[config.mk]
export PLATFORM = sky130hd
export DESIGN_NAME = muldiv_unit
export DESIGN_NICKNAME = d
export VERILOG_FILES = /design/src/rtl/muldiv_unit.sv
export SDC_FILE = /design/constraint.sdc
export NUM_CORES = 1
export LEC_CHECK = 0
export BUFFER_PORTS_ARGS = -buffer_cell sky130_fd_sc_hd__buf_2
export CORE_MARGIN = 1.5
export CORE_UTILIZATION = 35
export CTS_CLUSTER_SIZE = 16
export DETAILED_ROUTE_END_ITERATION = 8
export PLACE_DENSITY = 0.58
export SETUP_SLACK_MARGIN = 0.3
export SLEW_MARGIN = 10
export SYNTH_ARGS = -nofsm -noshare
export SYNTH_HDL_FRONTEND = slang
export SYNTH_SLANG_ARGS = --single-unit
[constraint.sdc]
create_clock -name CLK -period 8.6 [get_ports CLK]
set_clock_uncertainty 0.15 [all_clocks]
set_input_delay 2.58 -clock CLK [delete_from_list [all_inputs] [get_ports CLK]]
set_output_delay 2.58 -clock CLK [all_outputs]
set_load 0.1 [all_outputs]
[src/rtl/muldiv_unit.sv]
// muldiv_unit: 32-bit multi-cycle multiply/divide unit; divider datapath enabled by `define MULDIV_DIV_EN
package cpu_types_pkg;
    parameter int WORD_W = 32;
endpackage

module muldiv_unit
    import cpu_types_pkg::*;
(
    input  logic              CLK,
    input  logic              nRST,
    input  logic              start,
    input  logic [1:0]        op,
    input  logic [WORD_W-1:0] port_A,
    input  logic [WORD_W-1:0] port_B,
    output logic              busy,
    output logic              done,
    output logic [WORD_W-1:0] hi,
    output logic [WORD_W-1:0] lo,
    output logic              div_zero,
    output logic              unsupported
);
    typedef enum logic [1:0] {IDLE, CALC, DONE} state_t;
    state_t              r_state;
    logic [5:0]          r_count;
    logic                r_busy, r_done, r_div_zero, r_unsupported, r_neg;
    logic [WORD_W-1:0]   r_hi, r_lo, r_ma;
    logic [2*WORD_W-1:0] r_p;
    logic                w_sa, w_sb, w_skip, w_dz;
    logic [WORD_W-1:0]   w_ma, w_mb, w_hi, w_lo;
    logic [WORD_W:0]     w_msum;
    logic [2*WORD_W-1:0] w_mul_next, w_p_next, w_prod;
    assign w_sa = ~op[0] & port_A[WORD_W-1];
    assign w_sb = ~op[0] & port_B[WORD_W-1];
    assign w_ma = w_sa ? -port_A : port_A;
    assign w_mb = w_sb ? -port_B : port_B;
    assign w_msum = {1'b0, r_p[2*WORD_W-1:WORD_W]} + (r_p[0] ? {1'b0, r_ma} : {(WORD_W+1){1'b0}});
    assign w_mul_next = {w_msum, r_p[WORD_W-1:1]};
    assign w_prod = r_neg ? -w_p_next : w_p_next;
    assign w_lo = w_prod[WORD_W-1:0];
`ifdef MULDIV_DIV_EN
    logic                r_div, r_rneg;
    logic [WORD_W-1:0]   r_mb;
    logic [2*WORD_W:0]   w_shift;
    logic [WORD_W:0]     w_trial;
    logic [2*WORD_W-1:0] w_div_next;
    assign w_shift = {r_p, 1'b0};
    assign w_trial = w_shift[2*WORD_W:WORD_W] - {1'b0, r_mb};
    assign w_div_next = w_trial[WORD_W] ? w_shift[2*WORD_W-1:0] : {w_trial[WORD_W-1:0], w_shift[WORD_W-1:1], 1'b1};
    assign w_p_next = r_div ? w_div_next : w_mul_next;
    assign w_hi = !r_div ? w_prod[2*WORD_W-1:WORD_W] :
                  (r_rneg ? -w_p_next[2*WORD_W-1:WORD_W] : w_p_next[2*WORD_W-1:WORD_W]);
    assign w_skip = 1'b0;
    assign w_dz = r_div & ~|r_mb;
`else
    assign w_p_next = w_mul_next;
    assign w_hi = w_prod[2*WORD_W-1:WORD_W];
    assign w_skip = op[1];
    assign w_dz = 1'b0;
`endif
    // Control FSM: latch operands on accept, one radix-2 step per CALC cycle, publish result on the last step
    always_ff @(posedge CLK) begin
        if (!nRST) begin
            r_state       <= IDLE;
            r_count       <= '0;
            r_busy        <= 1'b0;
            r_done        <= 1'b0;
            r_hi          <= '0;
            r_lo          <= '0;
            r_div_zero    <= 1'b0;
            r_unsupported <= 1'b0;
            r_neg         <= 1'b0;
            r_ma          <= '0;
            r_p           <= '0;
`ifdef MULDIV_DIV_EN
            r_div         <= 1'b0;
            r_rneg        <= 1'b0;
            r_mb          <= '0;
`endif
        end else begin
            r_done <= 1'b0;
            if (r_state != CALC && start) begin
                r_ma    <= w_ma;
                r_p     <= {{WORD_W{1'b0}}, op[1] ? w_ma : w_mb};
                r_neg   <= (w_sa ^ w_sb) & (~op[1] | (|port_B));
                r_count <= 6'd32;
                r_state <= w_skip ? DONE : CALC;
                r_busy  <= ~w_skip;
                r_done  <= w_skip;
`ifdef MULDIV_DIV_EN
                r_div   <= op[1];
                r_mb    <= w_mb;
                r_rneg  <= op[1] & w_sa;
`endif
                if (w_skip) begin
                    r_unsupported <= 1'b1;
                    r_div_zero    <= 1'b0;
                end
            end else if (r_state == CALC) begin
                r_p     <= w_p_next;
                r_count <= r_count - 6'd1;
                if (r_count == 6'd1) begin
                    r_state       <= DONE;
                    r_busy        <= 1'b0;
                    r_done        <= 1'b1;
                    r_hi          <= w_hi;
                    r_lo          <= w_lo;
                    r_div_zero    <= w_dz;
                    r_unsupported <= 1'b0;
                end
            end else begin
                r_state <= IDLE;
            end
        end
    end
    assign busy        = r_busy;
    assign done        = r_done;
    assign hi          = r_hi;
    assign lo          = r_lo;
    assign div_zero    = r_div_zero;
    assign unsupported = r_unsupported;
endmodule

==> run metrics, run 1 <==
actual slew at the worst max-slew pin between 900 and 1000 ps; Sum Neg Setup Slack 0 ps; Placed Area about 12000 um2; Yosys top cell area share 0.3011; post-DR vias/cell around 5.5; nets@finish roughly 1700; Main synth FF type dfxtp_1; area share of xor/xnor cells in the synthesized design 0.1056; largest cells by area after synthesis dfxtp_1 (30%), a21oi_1 (6.7%), a211oi_1 (6.7%); Static Leak slightly below 5 nW; Post-Syn Nets between 1500 and 2000; final hold vios 0; post-synthesis adder-cell area fraction 0.04223; worst path required time 8750 ps; total number of vias between 10000 and 15000; Multi-input gate area between 7000 and 8000 um2; Area Growth Syn to Fin 13.49%; vias in the first global route roughly 10000; Ports 137; post-CTS resize count 0; number of CTS-inserted buffers 17; CTS max path bufs 2; Final GP Congestion a little over 0.9; drt first-iter violations between 900 and 1000; Cells after Synth 1495; site row count 66; chip width about 180 um; mapped cell area around 11000 um2; clk root buf clkbuf_16; multiplexer area fraction after synthesis 0.006126; pin count of the biggest net entering global routing about 80; crit path max fanout 7; DR pass1 iterations 5; final period utilization 0.6265; Final Cell Area between 10000 and 15000 um2; total setup buffers inserted after CTS 0; largest family of logic cells by synthesized area compound AO/OA/AOI/OAI gates; initial antenna violation count 0; compound-gate portion of the synthesized area 0.2751; Critical Path End Type flop; Netlist cell types a little over 80; maxcap violations 0; asr flop ratio synth 0; diodes inserted 0; final setup vio count 0; Remaining DRCs 0; Final HPWL DP between 20 and 30 mm; Seq cells post-synth 172; max frequency between 150 and 200 MHz; cell accounting for the most synthesized area dfxtp_1; Hold Crit Class flop to flop; routed len/inst 19.16 um; Die Ht roughly 180 um; core area around 32000 um2; Initial Util 0.3533; status complete, no violations; CTS tree done; I/O Buffers 135; final worst path period need 5388 ps; Post-Synth Simple-Gate Area 0.2243; Total GRT Usage 0.2265; clk slew on worst S/H paths roughly 80 ps; Power Dens Cells 159.5 nW/um2; layout cells sized above 1 0.1393; Seq/Total Area, Yosys 0.3011; Post-Route WL around 39 mm; CTS H-Tree Depth 4; Post-synth EDFFs 0; Final WS setup approximately 3200 ps; first-pass GRT wire length a little under 60 mm; Die ar. approximately 34000 um2; Max rail drop VDD approximately 150 uV; area taken by flip-flops and latches around 3400 um2; CP Class primary input to flop; Overflow after GRT 0; worst rel slew slack 0.3586; CTS Sinks ~170; arrival time worst endpoint about 5500 ps; RSZ-0062 raised after global routing no; final max-slew violation count 0; Clock Latency Late Sink ~460 ps; hold_buf cts 0; worst slack at placement 2763 ps; Synth Warn # 0; CP startpoint kind primary input; Avg Cell Area, Syn roughly 7.7 um2; fillers approximately 3400; number of routed nets with antenna violations 0
-- worst paths after layout --
check / start / endpoint / slack, ps / cells after the start
worst min register to register: hi[0] / hi[0] / 300 / 2
worst max-delay path: port_A[4] / r_p[30] / 3210 / 11
worst max register to register: r_p[0] / hi[26] / 3440 / 14
worst min-delay path: hi[0] / hi[0] / 300 / 2
-- critical path, stage by stage --
cell      delay [ps]
buf_2            120
or4_1            610
nor4_2           250
nor3b_1          350
and4bb_2         400
nor4b_1          450
a31oi_1          180
xnor2_1          280
o22ai_1          100
a21oi_1          140
a21oi_1           80
-- cell type report --
| cell class | instances | share of cell area |
|---|---|---|
| well taps | 442 | 0.04261 |
| flip-flops and latches | 172 | 0.2654 |
| clock inverters | 11 | 0.009447 |
| repair buffers | 147 | 0.05899 |
| multi-input cells | 1191 | 0.5778 |
| inverters | 30 | 0.008772 |
| clock buffers | 21 | 0.03702 |
-- sequential cells by signal (all words and copies together), names as in the netlist --
name,cells
r_p,64
unsupported,1
r_state,2
busy,1
done,1
lo,32
r_ma,32
r_count,6
hi,32
r_neg,1
-- layer usage --
| layer | global-route usage | vias to the layer above | routed length, um |
|---|---|---|---|
| li1 | - | 5546 | - |
| met1 | 0.3319 | 5238 | 18920 |
| met2 | 0.3483 | 369 | 16830 |
| met3 | 0.03209 | 24 | 2347 |
| met4 | 0.05115 | 0 | 498 |
| met5 | 0 | - | 0 |
-- cell usage in the layout, fill, tap and decap left out, types with 17 or more instances in the layout --
master | Yosys | routed
buf_2 | 14 | 135
o31ai_1 | 27 | 27
xnor2_1 | 65 | 65
nand3_1 | 24 | 24
inv_1 | 27 | 27
and2_1 | 37 | 37
nand2_1 | 137 | 137
clkbuf_16 | 0 | 17
nor3_1 | 36 | 36
a21oi_1 | 154 | 154
o211ai_1 | 21 | 21
o21ai_0 | 81 | 81
dfxtp_1 | 172 | 171
a211oi_1 | 102 | 102
ha_1 | 37 | 37
xor2_1 | 71 | 71
nor2_1 | 180 | 179
-- cell usage after synthesis (all sizes together) (4+ instances only) --
cell type	instances
inv	28
o41ai	14
dfxtp	172
a31oi	8
and3	12
or4	10
a211oi	103
nor4	14
o21a	9
nand2b	11
or2	7
nor2	180
nand4	10
nand2	137
xor2	72
nand3	26
nand3b	4
ha	37
and2	38
o2111ai	7
a22oi	6
clkbuf	82
nor4b	6
mux2i	7
o31ai	28
a21o	12
a21oi	156
nor3	38
o211ai	23
xnor2	65
a221oi	4
nor2b	7
or3	12
o21ai	85
buf	20
-- through the flow --
step,std cells,power [mW],hold WS [ps],utilization
final,2014,2.071,302.8,0.4010
after global routing,2014,2.150,328.9,0.4010
after CTS,2014,2.078,305.3,0.4009
after detailed placement,1982,1.267,296.3,0.3823
after global placement,1982,1.264,293.0,0.3823
after floorplan,1495,1.142,281.7,-
-- kinds of logic after synthesis --
logic type	Yosys count
AND/OR/NAND/NOR	523
adder cells (fa/ha/maj)	38
buffers and inverters	132
AO/OA/AOI/OAI	485
flip-flops	172
XOR/XNOR	137
multiplexers	7
other	1
-- power by group --
part,switching (mW),internal [mW],total (mW)
Combinational,0.256,0.123,0.379
Sequential,0.0425,0.832,0.875
Clock,0.376,0.441,0.817
(Power assumes the default switching activity.)
==> inputs of run 2 (changes only) <==
--- a/config.mk
+++ b/config.mk
@@ -10,7 +10,7 @@
 export CORE_UTILIZATION = 35
 export CTS_CLUSTER_SIZE = 16
 export DETAILED_ROUTE_END_ITERATION = 8
-export PLACE_DENSITY = 0.58
+export PLACE_DENSITY = 0.59
 export SETUP_SLACK_MARGIN = 0.3
 export SLEW_MARGIN = 10
 export SYNTH_ARGS = -nofsm -noshare
==> constraint.sdc (replaced) <==
create_clock -name CLK -period 4.4 [get_ports CLK]
set_clock_uncertainty 0.15 [all_clocks]
set_input_delay 1.32 -clock CLK [delete_from_list [all_inputs] [get_ports CLK]]
set_output_delay 1.32 -clock CLK [all_outputs]
set_load 0.1 [all_outputs]
==> run 2 against run 1 <==
Design area rose by 6.2%. Count of clock-buffer cells in the layout fell by 3. Global-route usage rose by 0.38 points. Sequential power rose by 94%. Via count rose by 2.0%. Clock power rose by 100%. Sequential share of layout area fell by 1.5 points.
==> run metrics, run 2 (synthesized netlist as in run 1, its figures left out) <==
status complete, no violations; Final GP Congestion 0.9973; Hold Crit Class flop to flop; final period utilization 0.9060; slowest cell delay on critical path around 420 ps; clk slew on worst S/H paths about 80 ps; worst path required time 4600 ps; nets@finish ~1700; hold worst-path end unsupported; Post-Route WL about 39 mm; Overflow after GRT 0; Die ar. between 30000 and 40000 um2; initial antenna violation count 0; Final Cell Area 13790 um2; CP Class flop to flop; final max-slew violation count 0; total number of vias roughly 11000; Hold Slack between 300 and 400 ps; CP startpoint kind flop; most frequent CP cell buf_4; chip width around 180 um; maxcap violations 0; max frequency 250.8 MHz; Placed Area roughly 13000 um2; Die Ht roughly 180 um; I/O Buffers 135; final worst path period need 3987 ps; post-DR vias/cell 5.511; CTS max path bufs 2; R2R Path End hi[31]; total power slightly above 4 mW; hold_buf cts 0; most frequent cells in the layout nor2_1 (178), dfxtp_1 (169), a21oi_1 (149); Power Dens Cells 300.4 nW/um2; first-pass GRT wire length about 60 mm; vias in the first global route ~11000; CP Cell Sequence buf_4 > and2_1 > ha_1 > nand2_1 > nor2_1 > nand4_1 > a2111oi_4 > buf_4 > or4_1 > and3_1 > nor4b_1 > buf_4 > nand2_1 > o2111a_1 > a2111oi_2; Crit-path slowest cell ha_1; number of CTS-inserted buffers 17; Area Growth Syn to Fin 20.57%; Static Leak roughly 5.2 nW; final hold vios 0; Clock Latency Late Sink 460 ps; drt first-iter violations ~870; Reg2Reg Setup Slack approximately 410 ps; crit path max fanout 18; Critical Path End Type flop; layout cells sized above 1 0.2004; Sum Neg Setup Slack 0 ps; Final HPWL DP around 30 mm; CTS H-Tree Depth 4; Largest Register r_p; Initial Util 0.3533; CTS Sinks about 170; diodes inserted 0; Ports 137; DR pass1 iterations 4; Remaining DRCs 0; RSZ-0062 raised after global routing no; clk root buf clkbuf_16; actual slew at the worst max-slew pin between 900 and 1000 ps; max reg flops 64; CTS tree done; site row count 66; worst rel slew slack 0.3346; core area roughly 32000 um2; pin count of the biggest net entering global routing 80; final setup vio count 0; Total GRT Usage 0.2303; arrival time worst endpoint 4190 ps; Max rail drop VDD around 230 uV; routed len/inst approximately 19 um; commonest non-fill, non-tap cell in the layout nor2_1; FF-to-FF path depth 15; number of routed nets with antenna violations 0; Min-Delay Path Depth 2; HP Start unsupported; Critical R2R Launch r_p[0]; final core occ 0.4260
run 2: critical path, delay by kind of cell (launching register included):
family          cells  cell delay (ps)
buf+inv             3              550
simple gates        8             1580
flops               1              340
compound gates      3              860
fa+ha+maj           1              420
run 2: area by class of cell:
class	count	area (um2)
fill	3400	18580
multi-input combinational	1191	7829
sequential	172	3447
timing repair buffer	202	1211
tap	442	553.0
clock buffer	18	439.2
clock inverter	14	196.4
inverter	30	113.9
run 2: worst max path at each step:
stage	from	to
3_3_place_gp	r_p[0]	hi[31]
5_1_grt	r_p[0]	hi[31]
3_5_place_dp	r_p[0]	hi[31]
2_1_floorplan	port_B[4]	r_p[29]
6_report	r_p[0]	hi[31]
4_1_cts	r_p[0]	hi[27]
run 2: report_power, final:
group          internal, mW  switching [mW]
registers              1.63          0.0747
clock network         0.843           0.783
logic                 0.284           0.532
run 2: layer usage:
layer  vias to the layer above  global-route usage  routed length [um]
met3                        51             0.03546                2527
met4                         0             0.08426                1211
li1                       5647                   -                   -
met2                       351              0.3461               16540
met1                      5353              0.3304               18400
met5                         -                   0                   0
run 2: repair_timing:
action	CTS	global route
setup buffers	2	3
resized for setup	3	71
setup endpoints to repair	4	15
endpoints found under the hold margin	0	0
pin swaps	4	16
run 2: per-stage QoR:
step / setup WS [ps] / std cells
CTS: 251.7 / 2066
floorplan: 333.3 / 1495
finish: 413.5 / 2069
detailed placement: 84.41 / 2032
global placement: 113.9 / 2032
global route: 301.3 / 2069
==> inputs of run 3 (changes only) <==
--- a/config.mk
+++ b/config.mk
@@ -16,3 +16,4 @@
 export SYNTH_ARGS = -nofsm -noshare
 export SYNTH_HDL_FRONTEND = slang
 export SYNTH_SLANG_ARGS = --single-unit
+export TNS_END_PERCENT = 1
==> constraint.sdc (replaced) <==
create_clock -name CLK -period 4.4 [get_ports CLK]
set_clock_uncertainty 0.15 [all_clocks]
set_input_delay 0.44 -clock CLK [delete_from_list [all_inputs] [get_ports CLK]]
set_output_delay 0.44 -clock CLK [all_outputs]
set_load 0.1 [all_outputs]
==> run 3 against run 2 <==
Largest power group unchanged. Non-clock buffer count fell by 30. Clock power fell by 6%. Core utilization fell by 1.6 points. Die area did not move. Global-route usage fell by 0.53 points.
==> run metrics, run 3 (synthesized netlist as in run 1, its figures left out) <==
Static Leak 5.066 nW; Power Dens Cells 301.8 nW/um2; chip width approximately 180 um; hold_buf cts 0; Flop pwr share 0.425; Int Power between 2 and 3 mW; R2R Path End hi[30]; final period utilization 0.9027; layout cells sized above 1 0.1616; Hold Crit Class primary input to flop; nets@finish roughly 1700; FF-to-FF path depth 14; worst rel slew slack 0.3494; CP Cell Sequence buf_12 > and2_1 > ha_1 > nor2b_2 > o31a_1 > o21a_1 > or3_1 > a221oi_2 > nor4b_4 > buf_4 > nor4b_4 > a41oi_1 > xnor2_1 > o21ai_0; crit path max fanout 31; site row count 66; final max-slew violation count 0; Ports about 140; final core occ 0.4103; CTS tree done; WL met2 15.82 mm; final worst path period need about 4000 ps; routed len/inst 18.72 um; CTS Sinks between 150 and 200; Buf+Inv Stages, Crit Path 2; status complete, no violations; Overflow after GRT 0; DR pass1 iterations 5; Clock Latency Late Sink ~450 ps; Critical R2R Launch r_p[0]; max reg flops 64; total power 4.008 mW; Remaining DRCs 0; slowest cell delay on critical path between 300 and 400 ps; P_sw 1.302 mW; Largest Register r_p; Max rail drop VDD 203.5 uV; maxcap violations 0; actual slew at the worst max-slew pin ~1000 ps; Crit-path slowest cell or3_1; Reg2Reg Setup Slack approximately 430 ps; Sum Neg Setup Slack 0 ps; Final GP Congestion 0.9733; Die Ht 183.8 um; diodes inserted 0; final setup vio count 0; initial antenna violation count 0; number of CTS-inserted buffers 17; Clock Power Share 0.384; Total GRT Usage 0.2251; I/O Buffers about 140; Initial Util 0.3533; Min-Delay Path Depth 3; most frequent CP cell nor4b_4; HP Start port_A[0]; Die ar. 33770 um2; core area roughly 32000 um2; CTS max path bufs 2; max frequency roughly 250 MHz; Sw Share 0.3248; most frequent cells in the layout nor2_1 (179), dfxtp_1 (170), a21oi_1 (152); Combinational Power Share 0.191; max layer used met4; arrival time worst endpoint between 4000 and 5000 ps; final hold vios 0; number of routed nets with antenna violations 0; CP startpoint kind flop; CP Class flop to flop; CP startpoint r_p[0]; Critical Path End Type flop; M1 WL between 15 and 20 mm; post-DR vias/cell approximately 5.5; Top Family by Delay on Critical Path simple AND/OR/NAND/NOR gates; drt first-iter violations between 800 and 900; first-pass GRT wire length roughly 58 mm; Post-Route WL ~38 mm; commonest non-fill, non-tap cell in the layout nor2_1; total number of vias around 11000; clk root buf clkbuf_16; Final HPWL DP about 30 mm; clk slew on worst S/H paths roughly 80 ps; CTS H-Tree Depth 4; Area Growth Syn to Fin 16.11%; WL met3 2.160 mm; vias in the first global route ~10000; hold worst-path end r_ma[0]; pin count of the biggest net entering global routing 81; RSZ-0062 raised after global routing yes; worst path required time roughly 4600 ps
run 3: cell count changes in the layout (fill, tap and decap cells not counted), moves of 5 or more:
cell / delta
o31ai_1: +5
and2_4: -6
and2_1: +6
buf_4: -28
ha_4: -5
ha_1: +6
run 3: power groups by stage:
stage               Clock, mW  Sequential [mW]  Combinational (mW)
finish                   1.54             1.70               0.767
global route             1.63             1.71               0.837
CTS                      1.57             1.70               0.754
detailed placement          0             1.74               0.751
global placement            0             1.73               0.744
floorplan                   0             1.75               0.478
run 3: final cells by class:
type,count,area (um2)
timing repair buffer,172,978.4
sequential,172,3446
inverter,30,113.9
tap,442,553.0
fill,3433,19090
clock inverter,13,151.4
multi-input combinational,1191,7595
clock buffer,19,442.9
run 3: tightest hold or removal path, delay by kind of cell:
family | cells | cell delay, ps
AO/OA/AOI/OAI | 1 | 50
buffers and inverters | 1 | 140
AND/OR/NAND/NOR | 1 | 60
run 3: metrics by stage:
stage                     hold slack [ps]  setup slack [ps]  area, um2  std cells
after floorplan                     281.7             520.6      11440       1495
after global placement              297.8             197.6      12570       2005
after detailed placement            304.8             155.1      12570       2005
after CTS                           120.5             321.2      13180       2037
after global routing                133.9             242.3      13280       2039
final                               148.3             428.0      13280       2039
run 3: timing repair:
item                       4_1_cts  5_1_grt
buffers inserted                 0        2
setup endpoints to repair        7       15
pin swaps                        0        3
gates resized for setup          3       19
run 3: layer usage:
layer,track usage,up-vias
met5,0,-
met1,0.3382,5116
met2,0.3271,369
li1,-,5591
met3,0.02813,40
met4,0.07607,0
run 3: how the worst max path moves through the flow:
stage	endpoint	slack, ps	cells past startpoint
3_3_place_gp	hi[30]	200	13
5_1_grt	hi[29]	240	14
2_1_floorplan	hi[31]	520	16
6_report	hi[30]	430	14
4_1_cts	hi[29]	320	13
3_5_place_dp	hi[31]	160	15
